--- src/rtl/syscall_unit_pkg.sv ---
// syscall_unit_pkg: service codes, FSM states and ASCII constants shared by decode and the syscall engine.
package syscall_unit_pkg;
  localparam logic [31:0] SYS_PRINT_INT  = 32'd1;
  localparam logic [31:0] SYS_PRINT_STR  = 32'd4;
  localparam logic [31:0] SYS_EXIT       = 32'd10;
  localparam logic [31:0] SYS_PRINT_CHAR = 32'd11;
  localparam logic [7:0]  ASCII_0        = 8'h30;
  localparam logic [7:0]  ASCII_MINUS    = 8'h2D;
  typedef enum logic [2:0] {ST_IDLE, ST_CHAR, ST_INT, ST_STR_FETCH, ST_STR_EMIT, ST_DONE} state_t;
  function automatic logic [31:0] pow10(input logic [3:0] i);
    case (i)
      4'd9: return 32'd1000000000;
      4'd8: return 32'd100000000;
      4'd7: return 32'd10000000;
      4'd6: return 32'd1000000;
      4'd5: return 32'd100000;
      4'd4: return 32'd10000;
      4'd3: return 32'd1000;
      4'd2: return 32'd100;
      4'd1: return 32'd10;
      default: return 32'd1;
    endcase
  endfunction
endpackage

--- src/rtl/syscall_unit_itoa.sv ---
// syscall_itoa: serialises a signed 32-bit value to ASCII decimal over valid/ready.
// One subtraction per cycle against descending powers of ten; leading zeros suppressed.
module syscall_itoa import syscall_unit_pkg::*; (
  input  logic        clk,
  input  logic        rst_n,
  input  logic        i_start,
  input  logic [31:0] i_val,
  output logic        o_valid,
  output logic [7:0]  o_data,
  output logic        o_last,
  input  logic        i_ready
);
  logic        r_busy, r_neg, r_seen, r_valid, r_last;
  logic [31:0] r_mag;
  logic [3:0]  r_idx, r_digit;
  logic [7:0]  r_data;
  logic [31:0] w_pow;
  assign w_pow   = pow10(r_idx);
  assign o_valid = r_valid;
  assign o_data  = r_data;
  assign o_last  = r_last;
  always_ff @(posedge clk or negedge rst_n) begin
    if (!rst_n) begin
      r_busy  <= 1'b0;
      r_neg   <= 1'b0;
      r_seen  <= 1'b0;
      r_valid <= 1'b0;
      r_last  <= 1'b0;
      r_mag   <= '0;
      r_idx   <= '0;
      r_digit <= '0;
      r_data  <= '0;
    end else if (i_start) begin
      r_busy  <= 1'b1;
      r_neg   <= i_val[31];
      r_mag   <= i_val[31] ? -i_val : i_val;
      r_idx   <= 4'd9;
      r_digit <= '0;
      r_seen  <= 1'b0;
      r_valid <= 1'b0;
      r_last  <= 1'b0;
    end else if (r_valid) begin
      if (i_ready) begin
        r_valid <= 1'b0;
        if (r_last) r_busy <= 1'b0;
      end
    end else if (r_busy) begin
      if (r_neg) begin
        r_valid <= 1'b1;
        r_data  <= ASCII_MINUS;
        r_neg   <= 1'b0;
      end else if (r_mag >= w_pow) begin
        r_mag   <= r_mag - w_pow;
        r_digit <= r_digit + 4'd1;
      end else begin
        // units digit always prints so that zero yields "0"
        if (r_digit != 4'd0 || r_seen || r_idx == 4'd0) begin
          r_valid <= 1'b1;
          r_data  <= ASCII_0 + {4'b0, r_digit};
          r_seen  <= 1'b1;
          r_last  <= r_idx == 4'd0;
        end
        r_idx   <= r_idx - 4'd1;
        r_digit <= '0;
      end
    end
  end
endmodule

--- src/rtl/syscall_unit.sv ---
// syscall_unit: SYSCALL service engine (print int/string/char, exit) with console stream and memory read port.
// Stalls the pipeline while a service runs; halt is sticky until reset.
module syscall_unit import syscall_unit_pkg::*; #(
  parameter int MAX_STR = 256,
  parameter int ADDR_W  = 32
) (
  input  logic              clk,
  input  logic              rst_n,
  input  logic              syscall,
  input  logic [31:0]       v0,
  input  logic [31:0]       a0,
  output logic              mem_req,
  output logic [ADDR_W-1:0] mem_addr,
  input  logic [31:0]       mem_rdata,
  input  logic              mem_ack,
  output logic              char_valid,
  output logic [7:0]        char_data,
  input  logic              char_ready,
  output logic              busy,
  output logic              done,
  output logic              err,
  output logic              halted
);
  localparam int CW = $clog2(MAX_STR + 1);
  state_t      r_state;
  logic [31:0] r_arg, r_word;
  logic [CW-1:0] r_cnt;
  logic        r_err, r_halted;
  logic        w_start, w_itoa_valid, w_itoa_last, w_str_cap;
  logic [7:0]  w_itoa_data, w_byte;
  assign w_start   = r_state == ST_IDLE && syscall && !r_halted && v0 == SYS_PRINT_INT;
  assign w_byte    = r_word[{r_arg[1:0], 3'b000} +: 8];
  assign w_str_cap = r_cnt == CW'(MAX_STR);
  assign char_valid = (r_state == ST_CHAR) || (r_state == ST_INT && w_itoa_valid) ||
                      (r_state == ST_STR_EMIT && w_byte != 8'd0 && !w_str_cap);
  assign char_data = !char_valid ? 8'd0 : r_state == ST_INT ? w_itoa_data :
                     r_state == ST_CHAR ? r_arg[7:0] : w_byte;
  assign busy      = (r_state != ST_IDLE && r_state != ST_DONE) || (r_state == ST_IDLE && syscall && !r_halted);
  assign done      = r_state == ST_DONE;
  assign err       = r_err;
  assign halted    = r_halted;
  assign mem_req   = r_state == ST_STR_FETCH;
  assign mem_addr  = ADDR_W'({r_arg[31:2], 2'b00});
  syscall_itoa u_itoa (
    .clk     (clk),
    .rst_n   (rst_n),
    .i_start (w_start),
    .i_val   (a0),
    .o_valid (w_itoa_valid),
    .o_data  (w_itoa_data),
    .o_last  (w_itoa_last),
    .i_ready (char_ready && r_state == ST_INT)
  );
  always_ff @(posedge clk or negedge rst_n) begin
    if (!rst_n) begin
      r_state  <= ST_IDLE;
      r_arg    <= '0;
      r_word   <= '0;
      r_cnt    <= '0;
      r_err    <= 1'b0;
      r_halted <= 1'b0;
    end else begin
      case (r_state)
        ST_IDLE: if (syscall && !r_halted) begin
          r_arg <= a0;
          r_cnt <= '0;
          case (v0)
            SYS_PRINT_CHAR: r_state <= ST_CHAR;
            SYS_PRINT_INT:  r_state <= ST_INT;
            SYS_PRINT_STR:  r_state <= ST_STR_FETCH;
            SYS_EXIT: begin
              r_halted <= 1'b1;
              r_state  <= ST_DONE;
            end
            default: begin
              r_err   <= 1'b1;
              r_state <= ST_DONE;
            end
          endcase
        end
        ST_CHAR: if (char_ready) r_state <= ST_DONE;
        ST_INT: if (w_itoa_valid && char_ready && w_itoa_last) r_state <= ST_DONE;
        ST_STR_FETCH: if (mem_ack) begin
          r_word  <= mem_rdata;
          r_state <= ST_STR_EMIT;
        end
        ST_STR_EMIT: if (w_byte == 8'd0) r_state <= ST_DONE;
        else if (w_str_cap) begin
          r_err   <= 1'b1;
          r_state <= ST_DONE;
        end else if (char_ready) begin
          r_arg <= r_arg + 32'd1;
          r_cnt <= r_cnt + CW'(1);
          // last lane of the word consumed: fetch the next one
          if (r_arg[1:0] == 2'd3) r_state <= ST_STR_FETCH;
        end
        default: begin
          r_err   <= 1'b0;
          r_state <= ST_IDLE;
        end
      endcase
    end
  end
endmodule
--- config.mk ---
export PLATFORM = sky130hd
export DESIGN_NAME = syscall_unit
export DESIGN_NICKNAME = d
export VERILOG_FILES = /design/src/rtl/syscall_unit_pkg.sv /design/src/rtl/syscall_unit_itoa.sv /design/src/rtl/syscall_unit.sv
export SDC_FILE = /design/constraint.sdc
export NUM_CORES = 1
export LEC_CHECK = 0
export ABC_AREA = 1
export BUFFER_PORTS_ARGS = -buffer_cell sky130_fd_sc_hd__clkbuf_2
export CORE_ASPECT_RATIO = 2
export CORE_MARGIN = 3
export CORE_UTILIZATION = 55
export DETAILED_ROUTE_END_ITERATION = 16
export GPL_ROUTABILITY_DRIVEN = 0
export PLACE_DENSITY = 0.82
export SYNTH_ARGS = -nofsm -noshare
export SYNTH_HDL_FRONTEND = slang
export SYNTH_SLANG_ARGS = --single-unit
export TNS_END_PERCENT = 30
--- constraint.sdc ---
create_clock -name clk -period 3.39 [get_ports clk]
set_input_delay 0.5085 -clock clk [delete_from_list [all_inputs] [get_ports clk]]
set_output_delay 0.5085 -clock clk [all_outputs]
set_load 0.1 [all_outputs]
# Word-level counts from Yosys, hierarchy flattened

Memory sizes are Yosys's and may differ from the RTL's.
Cells that the tools add are included.

Flip-flop bits (word level): 131
Bits in read-only memories: 480
Bits of input ports: 101
Output and inout port bits: 46
Logic and storage cells: 174
Memories: 1

Memories:

| memory          | depth | bits a word | rd ports | clocked after Yosys merged registers in | write ports | RTL line               | RTL |
|---|---|---|---|---|---|---|---|
| (no name shown) | 16    | 30          | 1        | 0                                       | 0           | syscall_unit_pkg.sv:11 | `case (i)` |

Add/subtract/negate cells: 7
Order comparisons: 1
Eq/ne operators: 27
Shifts and indexed selects: 1
Mux-type cells: 73
Bitwise logic cells: 3
Reductions and logical operators: 46

Operator list:

| kind                                                 | number |
|---|---|
| 2-to-1 mux 32 bit                                    | 10 |
| equality test 32 x 4 -> 1 bit, second input constant | 2 |
| case mux 32 bit (2 select lines)                     | 1 |
| 2-to-1 mux 8 bit                                     | 6 |
| 2-to-1 mux 4 bit                                     | 10 |
| 2-to-1 mux 9 bit                                     | 4 |
| adder 32 x 1 -> 32 bit, second input constant        | 1 |
| equality test 32 x 1 -> 1 bit, second input constant | 1 |
| equality test 32 x 3 -> 1 bit, second input constant | 1 |
| >= comparator 32 bit                                 | 1 |
| negator 32 bit                                       | 1 |
| indexed part select 32 x 6 -> 8 bit                  | 1 |
| subtractor 32 bit                                    | 1 |
| 2-to-1 mux 1 bit                                     | 30 |
| 2-to-1 mux 3 bit                                     | 8 |
| AND reduction 5 bit                                  | 4 |
| case mux 9 bit (2 select lines)                      | 1 |
| nonzero test 2 bit                                   | 8 |
| case mux 3 bit (5 select lines)                      | 1 |
| != test 2 x 1 -> 1 bit, second input constant        | 7 |
| != test 2 bit, second input constant                 | 6 |
| logical AND 1 bit                                    | 11 |
| adder 9 x 1 -> 9 bit, second input constant          | 1 |
| equality test 9 bit, second input constant           | 1 |
| other kinds (27)                                     | 40 |

# Depth between registers and ports, before layout

Gate-level depths: netlist of run 1.

Depth in word-level cells: 9
Gate-level depth with buffers: 22
Gate-level depth less buffers: 21

# Modules after synthesis

A second synthesis of run 1 with hierarchy kept.

Cell total of the unflattened synthesis: 1,838
Area, all modules: 11,491.0 sq um

By module, submodules not included:

| module       | times used | cells an instance | area an instance (sq um) | sequential area each (sq um) |
|---|---|---|---|---|
| syscall_itoa | 1          | 1,106             | 6,133.4                  | 1,276.2 |
| syscall_unit | 1          | 732               | 5,357.6                  | 1,951.9 |

# Worst setup path before layout of run 1

Ideal clock, no wire load.

Kind: register to output
Start point: register r_arg[0]
End point: output char_data[6]
Arrival time: 3.362 ns
Required time: 2.882 ns
Path slack: -0.481 ns
Cell stages (with the launch flop): 14
Path buffers: 2
Cell sequence: dfrtp_1 -> buf_6 -> inv_4 -> buf_6 -> nand2_1 -> nand3_1 -> nand2_1 -> nand2_1 -> inv_1 -> nand3_1 -> nand2_1 -> nand2_1 -> nand2_1 -> nor2_1

Longest elaborated chain between the ends: 6
Elaborated cells on any way between the ends: 8
Classes of those cells: shift (1); mux (3); reduce/logical (4)

Ends and longest elaborated chain:

| element                             | RTL line           | RTL |
|---|---|---|
| from (decl)                         | syscall_unit.sv:26 | `logic [31:0] r_arg, r_word;` |
| from (signal assigned)              | syscall_unit.sv:92 | `r_arg <= r_arg + 32'd1;` |
| indexed part select 32 x 6 -> 8 bit | syscall_unit.sv:32 | `assign w_byte = r_word[{r_arg[1:0], 3'b000} +: 8];` |
| nonzero test 8 bit                  | syscall_unit.sv:35 | `(r_state == ST_STR_EMIT && w_byte != 8'd0 && !w_str_cap);` |
| logical AND 1 bit (2 in a row)      | syscall_unit.sv:35 |  |
| logical OR 1 bit                    | syscall_unit.sv:34 | `assign char_valid = (r_state == ST_CHAR) \|\| (r_state == ST_INT && w_itoa_valid) \|\|` |
| via char_valid                      | syscall_unit.sv:16 | `output logic char_valid,` |
| 2-to-1 mux 8 bit                    | syscall_unit.sv:36 | `assign char_data = !char_valid ? 8'd0 : r_state == ST_INT ? w_itoa_data :` |
| to (decl)                           | syscall_unit.sv:17 | `output logic [7:0] char_data,` |

The timed path passes the listed nets, and every way through them passes these cells.

# Final worst setup path of run 1

Start point: register u_itoa.r_idx[1]
End point: register u_itoa.r_mag[8]

Longest elaborated chain between the ends: 7
Elaborated cells on any way between the ends: 10
Classes of those cells: add/sub (1); order compare (1); mux (5); reduce/logical (2); memory (1)

Ends and longest elaborated chain:

| element                | RTL line                | RTL |
|---|---|---|
| from (decl)            | syscall_unit_itoa.sv:15 | `logic [3:0] r_idx, r_digit;` |
| from (signal assigned) | syscall_unit_itoa.sv:63 | `r_idx <= r_idx - 4'd1;` |
| memory (16 x 30 bit) * | n/a                     |  |
| subtractor 32 bit      | syscall_unit_itoa.sv:53 | `r_mag <= r_mag - w_pow;` |
| 2-to-1 mux 32 bit      | syscall_unit_itoa.sv:52 | `end else if (r_mag >= w_pow) begin` |
| 2-to-1 mux 32 bit      | syscall_unit_itoa.sv:48 | `if (r_neg) begin` |
| 2-to-1 mux 32 bit      | syscall_unit_itoa.sv:47 | `end else if (r_busy) begin` |
| 2-to-1 mux 32 bit      | syscall_unit_itoa.sv:42 | `end else if (r_valid) begin` |
| 2-to-1 mux 32 bit      | syscall_unit_itoa.sv:33 | `end else if (i_start) begin` |
| to (signal assigned)   | syscall_unit_itoa.sv:36 | `r_mag <= i_val[31] ? -i_val : i_val;` |
| to (signal assigned)   | syscall_unit_itoa.sv:53 |  |
| to (decl)              | syscall_unit_itoa.sv:14 | `logic [31:0] r_mag;` |

Every way passes the cells marked *; elsewhere a longest branch is shown, timed or not. The select of a mux whose other input is x is not followed.
A chain may end at the register's enable or synchronous reset.

==> impl_results.md, run 1 <==
- Synth area leaders: dfrtp_1 27%, nand2_1 22%, inv_1 8.1%, nand3_1 5.7%, nor2_1 5.4%
- GRT met2 Usage: 59.4%
- CP most frequent cell: nand2_1
- Post-layout min period: around 3.3 ns
- GR met3 Demand/Resource: 5.66%
- DR vias: between 10k and 15k
- End of the critical path: u_itoa.r_mag[8]
- Cell count along the critical path: 19
- Non-Filler Instances: 2264
- R2R setup slack: 0.08 ns
- Die area: 23300 sq um
- Slowest CP cell: ha_1
- Vias in the first global route: 12.7k
- DRT Wirelength: approximately 38000 microns
- Int Pwr: 2.71 mW
- Status: completed
- # fillers: 1933
- TritonCTS clock tree: built
- Row cnt: 75
- Max Slew Vio Count: 0
- Slowest Stage Delay on Critical Path: 0.40 ns
- Post-synth EDFFs: 0
- Root buffer cell: clkbuf_16
- R2R depth: 19
- Register area share after synthesis: 27.4%
- Worst-margin pin slew: 0.864 ns
- Seq pwr share: between 40% and 50%
- Post-layout power: 3.61 mW
- Synth Area in Simple Gates: 38.9%
- Synth Warn #: 0
- Flops & latches, synth: ~130
- Reg2reg end: u_itoa.r_mag[8]
- Area growth from synthesis to layout: 12.8%
- DRC viols: 0
- Required @ worst endpoint: 3.77 ns
- Layout Nets: approximately 2.1k
- Sw Ratio: 24.8%
- H-tree depth: 4
- Overflow after GRT: 0
- Max IR drop VDD: 0.000518 V
- Crit Path Max Fanout: 29
- Final hold violations: 0
- Power Dens Cells: 272 nW/um^2
- Path type of the worst min-delay path: in -> async
- Max Fclk: 302 MHz
- Initial antenna violation count: 2
- Largest family of logic cells by synthesized area: simple AND/OR/NAND/NOR gates
- Initial Util: ~56%
- Initial DRC Count: 914
- Proportion of layout cells with a drive suffix above 1: between 10% and 20%
- Count of TritonRoute iterations in the first routing pass: 5
- Max_cap viols: 0
- Placed Instances: approximately 2.2k
- Ys async rst share: 100%
- Placed Area: 12700 sq um
- Switching pwr: around 900 uW
- Skew-Pair Late Insertion Delay: 0.45 ns
- Largest net degree at the start of global routing: 68
- Post-synthesis mux area share: 3.06%
- GR Util met1: 31.7%
- Period utilisation layout: 97.6%
- Num Clock Sinks: between 100 and 150
- Adder-cell share of the synthesized area: between 4 and 5%
- Setup WS post-layout: 0.0815 ns
- Crit path from: u_itoa.r_idx[1]
- Share of the synthesized area in the top cell type: ~27%
- ANT nets after route: 0
- Global-route wire length before repair: 59800 microns
- Clock power share: between 50% and 60%
- Die height: around 210 microns
- Ports: ~150
- Syn_area_per_cell: 6.32 sq um
- Dominant cell type by area after synthesis: dfrtp_1
- Crit path buffers/inverters: 6
- Inserted Clock Buffers: 17
- Core Box Area: 21000 sq um
- CP cell instances: inv_1 > ha_1 > nand2_1 > nor2_1 > inv_1 > buf_4 > ha_1 > nand2_1 > nor2_2 > nand4_1 > nor3_2 > buf_4 > nand2_2 > nand3_2 > nand2_4 > inv_4 > buf_12 > nand2_1 > nand2_1
- Port Buf Inserts: 144
- Hold slack: 0.0697 ns
- Layout Skew: 0.0106 ns
- Syn Inst Count: 1866
- CP Capture Type: flip-flop
- Synth cell types: 53
- Synth cell count leaders: 681 x nand2_1, 255 x inv_1, 170 x nor2_1
- Post-synthesis xor/xnor area fraction: slightly above 4%
- Worst R2R Start: u_itoa.r_idx[1]
- Crit Path Class: reg -> reg
- Critical path arrival: 3.69 ns
- Startpoint Class: flip-flop
- Synth Cell Area: 11800 sq um
- Vias/cell: 5.58
- WL/cell: ~17 microns
- Hold buffer count at CTS: 0
- GRT Overall Usage: roughly a third
- Global route hottest layer: met2
- HPWL after detailed placement: 30300 microns
- Static leakage: 7.44 nW
- Comb power frac: roughly 6.7%
- Clk slew on worst S/H paths: 0.06 ns
- Chip width: between 100 and 150 microns
- DP Worst Slack: 0.00584 ns
- Relative slew margins: 42.0%
- Most used flip-flop cell after synthesis: dfrtp_1
- Post-synthesis compound-gate area fraction: around 8.9%
- Clock Path Buffers: 2
- Final instance area: 13300 sq um
- Kind of cell adding the most delay to the critical path: simple AND/OR/NAND/NOR gates
- Top-count cell post-synth: nand2_1
- Count of final setup violators: 0
power groups by stage:
stage	Sequential [mW]	Clock [mW]	Combinational, mW
floorplan	1.57	0	0.0977
global placement	1.57	0	0.234
detailed placement	1.57	0	0.237
CTS	1.54	1.84	0.240
global route	1.54	1.91	0.267
finish	1.54	1.83	0.242
kinds of logic (layout without fill, tap and decap cells):
group	count (synthesis)	in the layout
other cells	1	4
xor+xnor	55	55
compound gates	176	176
simple gates	1092	1092
flops	129	129
mux	32	32
buf+inv	338	464
fa+ha+maj	43	43
cell type report:
class	count	area, sq um	area share, %
Antenna cell	2	5.00	0.0376
Tap cell	269	337	2.53
Clock inverter	12	135	1.02
Timing Repair Buffer	169	1080	8.15
Multi-Input combinational cell	1400	7070	53.1
Clock buffer	18	439	3.30
Inverter	265	1000	7.55
Sequential cell	129	3230	24.3
flip-flops by register name (all words and copies together), names as in the netlist, 3 cells and up:
register and cells:
r_cnt 9, u_itoa.r_idx 4, u_itoa.r_mag 32, u_itoa.o_data 6, r_arg 32, r_state 3
r_word 32, u_itoa.r_digit 4
per-stage QoR:
stage | util, % | setup TNS [ns]
after global placement | 60.3 | 0
after CTS | 63.1 | 0
after global routing | 63.3 | -0.0269
after detailed placement | 60.3 | 0
final | 63.3 | 0
after floorplan | - | -0.175
layout by cell type (no fill, tap or decap), drive strengths merged, types with 2 or more instances in the layout:
cell      count
inv         267
conb          2
nor2        184
a21boi        2
a22oi         6
bufinv        2
nand3b        3
diode         2
o211ai        8
or2           6
clkinvlp      4
xnor2        10
mux2         32
buf          35
clkbuf      152
nor3         41
clkinv        4
o21ai       105
xor2         45
nand2       688
ha           42
nand3       139
o31ai         6
dfrtp       129
a21oi        44
and2          6
nand4        24
repair_timing:
action | CTS | global route
pin swaps | 1 | 2
endpoints found under the setup margin | 31 | 51
resized for setup | 1 | 10
buffers inserted | 0 | 1
per-layer routing:
| layer | part of all wire [%] | vias to the layer above |
|---|---|---|
| met2 | 53 | 547 |
| li1 | - | 6073 |
| met3 | 5.9 | 218 |
| met4 | 9.3 | 0 |
| met5 | 0 | - |
| met1 | 32 | 5805 |
worst min path at each step:
stage / slack [ns] / depth (start not counted) / to / from
after detailed placement: 0.47 / 2 / u_itoa.o_data[5] / u_itoa.o_data[5]
final: 0.07 / 1 / u_itoa.r_mag[28] / rst_n
after global placement: 0.48 / 2 / u_itoa.o_data[5] / u_itoa.o_data[5]
after global routing: 0.13 / 1 / u_itoa.r_mag[30] / rst_n
after CTS: 0.09 / 1 / u_itoa.r_mag[28] / rst_n
after floorplan: 0.21 / 0 / err / rst_n
Power figures use the tool's default switching activity.
==> run 2: changes to the inputs <==
- ABC_AREA: 1 -> unset
- PLACE_DENSITY: 0.82 -> 0.84
==> run 2 against run 1 <==
The run now ends with negative setup slack left. Clock power rose by 5%. Via count decreased by 18%. Routed wire length decreased by 5.4%. Maximum frequency shrank 7.6%. Sequential share of layout area grew 1.4 points. Global-route usage up 1.2 points. Clock skew about the same. Sequential power is essentially flat.
==> impl_results.md, run 2 <==
- Status: finished with violations
- Failing checks: negative setup slack
- Initial antenna violation count: 0
- Die area: 19300 sq um
- Post-synthesis mux area share: between 8 and 9%
- Row cnt: between 60 and 70
- Setup WS post-layout: -0.192 ns
- Max Fclk: 279 MHz
- Biggest registers after layout: r_arg: 32 flops, r_word: 32 flops, u_itoa.r_mag: 32 flops
- Adder-cell share of the synthesized area: 5.65%
- Layout Nets: roughly 1.5k
- DP Worst Slack: -0.158 ns
- Post-synth EDFFs: 0
- Crit Path Class: reg -> reg
- Syn_area_per_cell: 8.76 sq um
- Worst-margin pin slew: 0.866 ns
- Initial Util: 56.7%
- DRC viols: 0
- Synth Area in Simple Gates: approximately a fifth
- Placed Area: around 11000 sq um
- Path type of the worst min-delay path: in -> reg
- Crit Path Max Fanout: 8
- Clk slew on worst S/H paths: ~0.060 ns
- DRT Wirelength: 35700 microns
- Most common cell after layout, fill and taps aside: clkbuf_2
- Post-layout min period: between 3 and 4 ns
- Vias/cell: between 6 and 7
- Critical path arrival: 3.88 ns
- GRT Overall Usage: ~34%
- HPWL after detailed placement: roughly 22000 microns
- Die height: roughly 190 microns
- Max Slew Vio Count: 0
- Syn Inst Count: 1101
- Max IR drop VDD: 0.000395 V
- Largest net degree at the start of global routing: ~70
- Largest family of logic cells by synthesized area: compound AO/OA/AOI/OAI gates
- Register area share after synthesis: 33.5%
- Flops & latches, synth: 129
- Post-synthesis xor/xnor area fraction: 6.17%
- Synth Cell Area: 9650 sq um
- Clock Path Buffers: 2
- Port Buf Inserts: 144
- TritonCTS clock tree: built
- Chip width: 99.6 microns
- Max_cap viols: 0
- Top-count cell post-synth: dfrtp_1
- Synth Warn #: 0
- Ys async rst share: 100%
- Post-synthesis compound-gate area fraction: 21.3%
- Power Dens Cells: around 290 nW/um^2
- Relative slew margins: 42.1%
- Root buffer cell: clkbuf_16
- Ports: about 150
- CP Capture Type: flip-flop
- N_diodes: 0
- Area growth from synthesis to layout: 30.5%
- Synth area leaders: dfrtp_1 33%, ha_1 5.4%, a21oi_1 5.3%, nand2_1 4.9%, xnor2_1 4.1%
- Layout Skew: between 0.01 and 0.015 ns
- Period utilisation layout: 106%
- Core Box Area: ~17000 sq um
- Most frequent cells in the layout: 136 x clkbuf_2, 126 x dfrtp_1, 118 x nand2_1
- Synth cell count leaders: 129 x dfrtp_1, 125 x nand2_1, 102 x a21oi_1
- Proportion of layout cells with a drive suffix above 1: a little over a third
- Initial DRC Count: 1049
- Final hold violations: 0
- Synth cell types: 94
- ANT nets after route: 0
- Count of TritonRoute iterations in the first routing pass: 5
- WL/cell: 23.3 microns
- Count of final setup violators: 45
- Skew-Pair Late Insertion Delay: 0.43 ns
- Num Clock Sinks: 129
- DR vias: between 10k and 15k
- Startpoint Class: flip-flop
- Overflow after GRT: 0
- Most used flip-flop cell after synthesis: dfrtp_1
- Share of the synthesized area in the top cell type: 33.5%
- Slowest Stage Delay on Critical Path: 0.57 ns
- Vias in the first global route: between 10k and 15k
- RSZ-0062 raised after global routing: true
- CP cell instances: inv_2 > buf_6 > ha_4 > nand2_2 > a21o_1 > ha_4 > buf_6 > o211ai_1 > a21o_1 > a21oi_2 > o211a_4 > or4_4 > o211ai_4 > buf_6 > nor2_1 > a21oi_1 > o21ai_1
- H-tree depth: 4
- Global-route wire length before repair: about 52000 microns
- Inserted Clock Buffers: 17
- CP most frequent cell: buf_6
- Required @ worst endpoint: 3.69 ns
- Dominant cell type by area after synthesis: dfrtp_1
- Final instance area: 12600 sq um
- Slowest CP cell: or4_4
- Static leakage: 5.42 nW
-- run 2: cell types whose count changed after synthesis, moves of 21 or more --
cell | before | now
nand2_1 | 681 | 125
inv_1 | 255 | 27
nand3_1 | 135 | 34
nor2_1 | 170 | 77
a21oi_1 | 42 | 102
xnor2_1 | 10 | 45
mux2i_1 | 0 | 26
clkbuf_1 | 7 | 30
xor2_1 | 45 | 23
nor3_1 | 37 | 16
-- run 2: per-stage QoR --
| stage | std cells | hold WS, ns | power, mW | TNS (ns) | utilization, % |
|---|---|---|---|---|---|
| floorplan | 1102 | 0.213 | 1.65 | -4.59 | - |
| global placement | 1462 | 0.399 | 1.78 | -1.03 | 64.7 |
| detailed placement | 1462 | 0.395 | 1.79 | -3.23 | 64.7 |
| CTS | 1507 | 0.306 | 3.67 | -0.255 | 70.5 |
| global route | 1527 | 0.310 | 3.76 | -7.91 | 74.0 |
| finish | 1527 | 0.315 | 3.69 | -4.49 | 74.0 |
-- run 2: logic make-up after synthesis --
logic type                 count (synthesis)
and+or+nand+nor                          365
other                                      1
buffers and inverters                    111
muxes                                     66
DFF                                      129
AOI/OAI and AO/OA                        318
xor gates and xnor gates                  68
adders and majority gates                 43
-- run 2: worst max-delay path, delay by kind of cell (launching register included) --
family,cells,cell delay [ns]
simple gates,3,0.69
buf+inv,4,0.57
flops,1,0.41
fa+ha+maj,2,0.42
compound gates,8,1.35
-- run 2: final timing paths --
check / startpoint / to / slack, ns / cells after the start
setup / recovery: u_itoa.r_idx[1] / u_itoa.r_mag[6] / -0.19 / 17
hold / removal: mem_rdata[27] / r_word[27] / 0.32 / 2
setup reg to reg: u_itoa.r_idx[1] / u_itoa.r_mag[6] / -0.19 / 17
hold reg to reg: u_itoa.o_data[5] / u_itoa.o_data[5] / 0.49 / 1
max in group asynchronous: rst_n / r_arg[1] / 1.95 / 3
min in group asynchronous: rst_n / r_arg[2] / 0.57 / 2
-- run 2: cell type report --
type,instances,area [sq um]
fill,1036,4430
inverter,27,101
multi-input combinational,862,6460
sequential,129,3230
tap,207,259
clock buffer,19,443
clock inverter,13,160
timing repair buffer,270,1930
-- run 2: power by group --
group / leakage (nW) / switching (mW) / internal, mW
clock network: 0.282 / 0.744 / 1.18
logic: 3.56 / 0.140 / 0.0880
registers: 1.57 / 0 / 1.54
-- run 2: what timing repair did --
| item | in CTS | in global routing |
|---|---|---|
| gates cloned | 2 | 1 |
| hold buffers | 1 | 0 |
| endpoints found under the setup margin | 50 | 54 |
| pin swaps | 7 | 41 |
| gates resized for setup | 52 | 93 |
| endpoints found under the hold margin | 17 | 0 |
| buffers inserted | 10 | 22 |
-- run 2: routing by layer --
metal / up-vias / wire, microns / GRT usage, %
li1: 4382 / - / -
met1: 4902 / 11200 / 35.4
met2: 737 / 17700 / 59.7
met3: 313 / 2860 / 6.52
met4: 0 / 3880 / 25.7
met5: - / 0 / 0
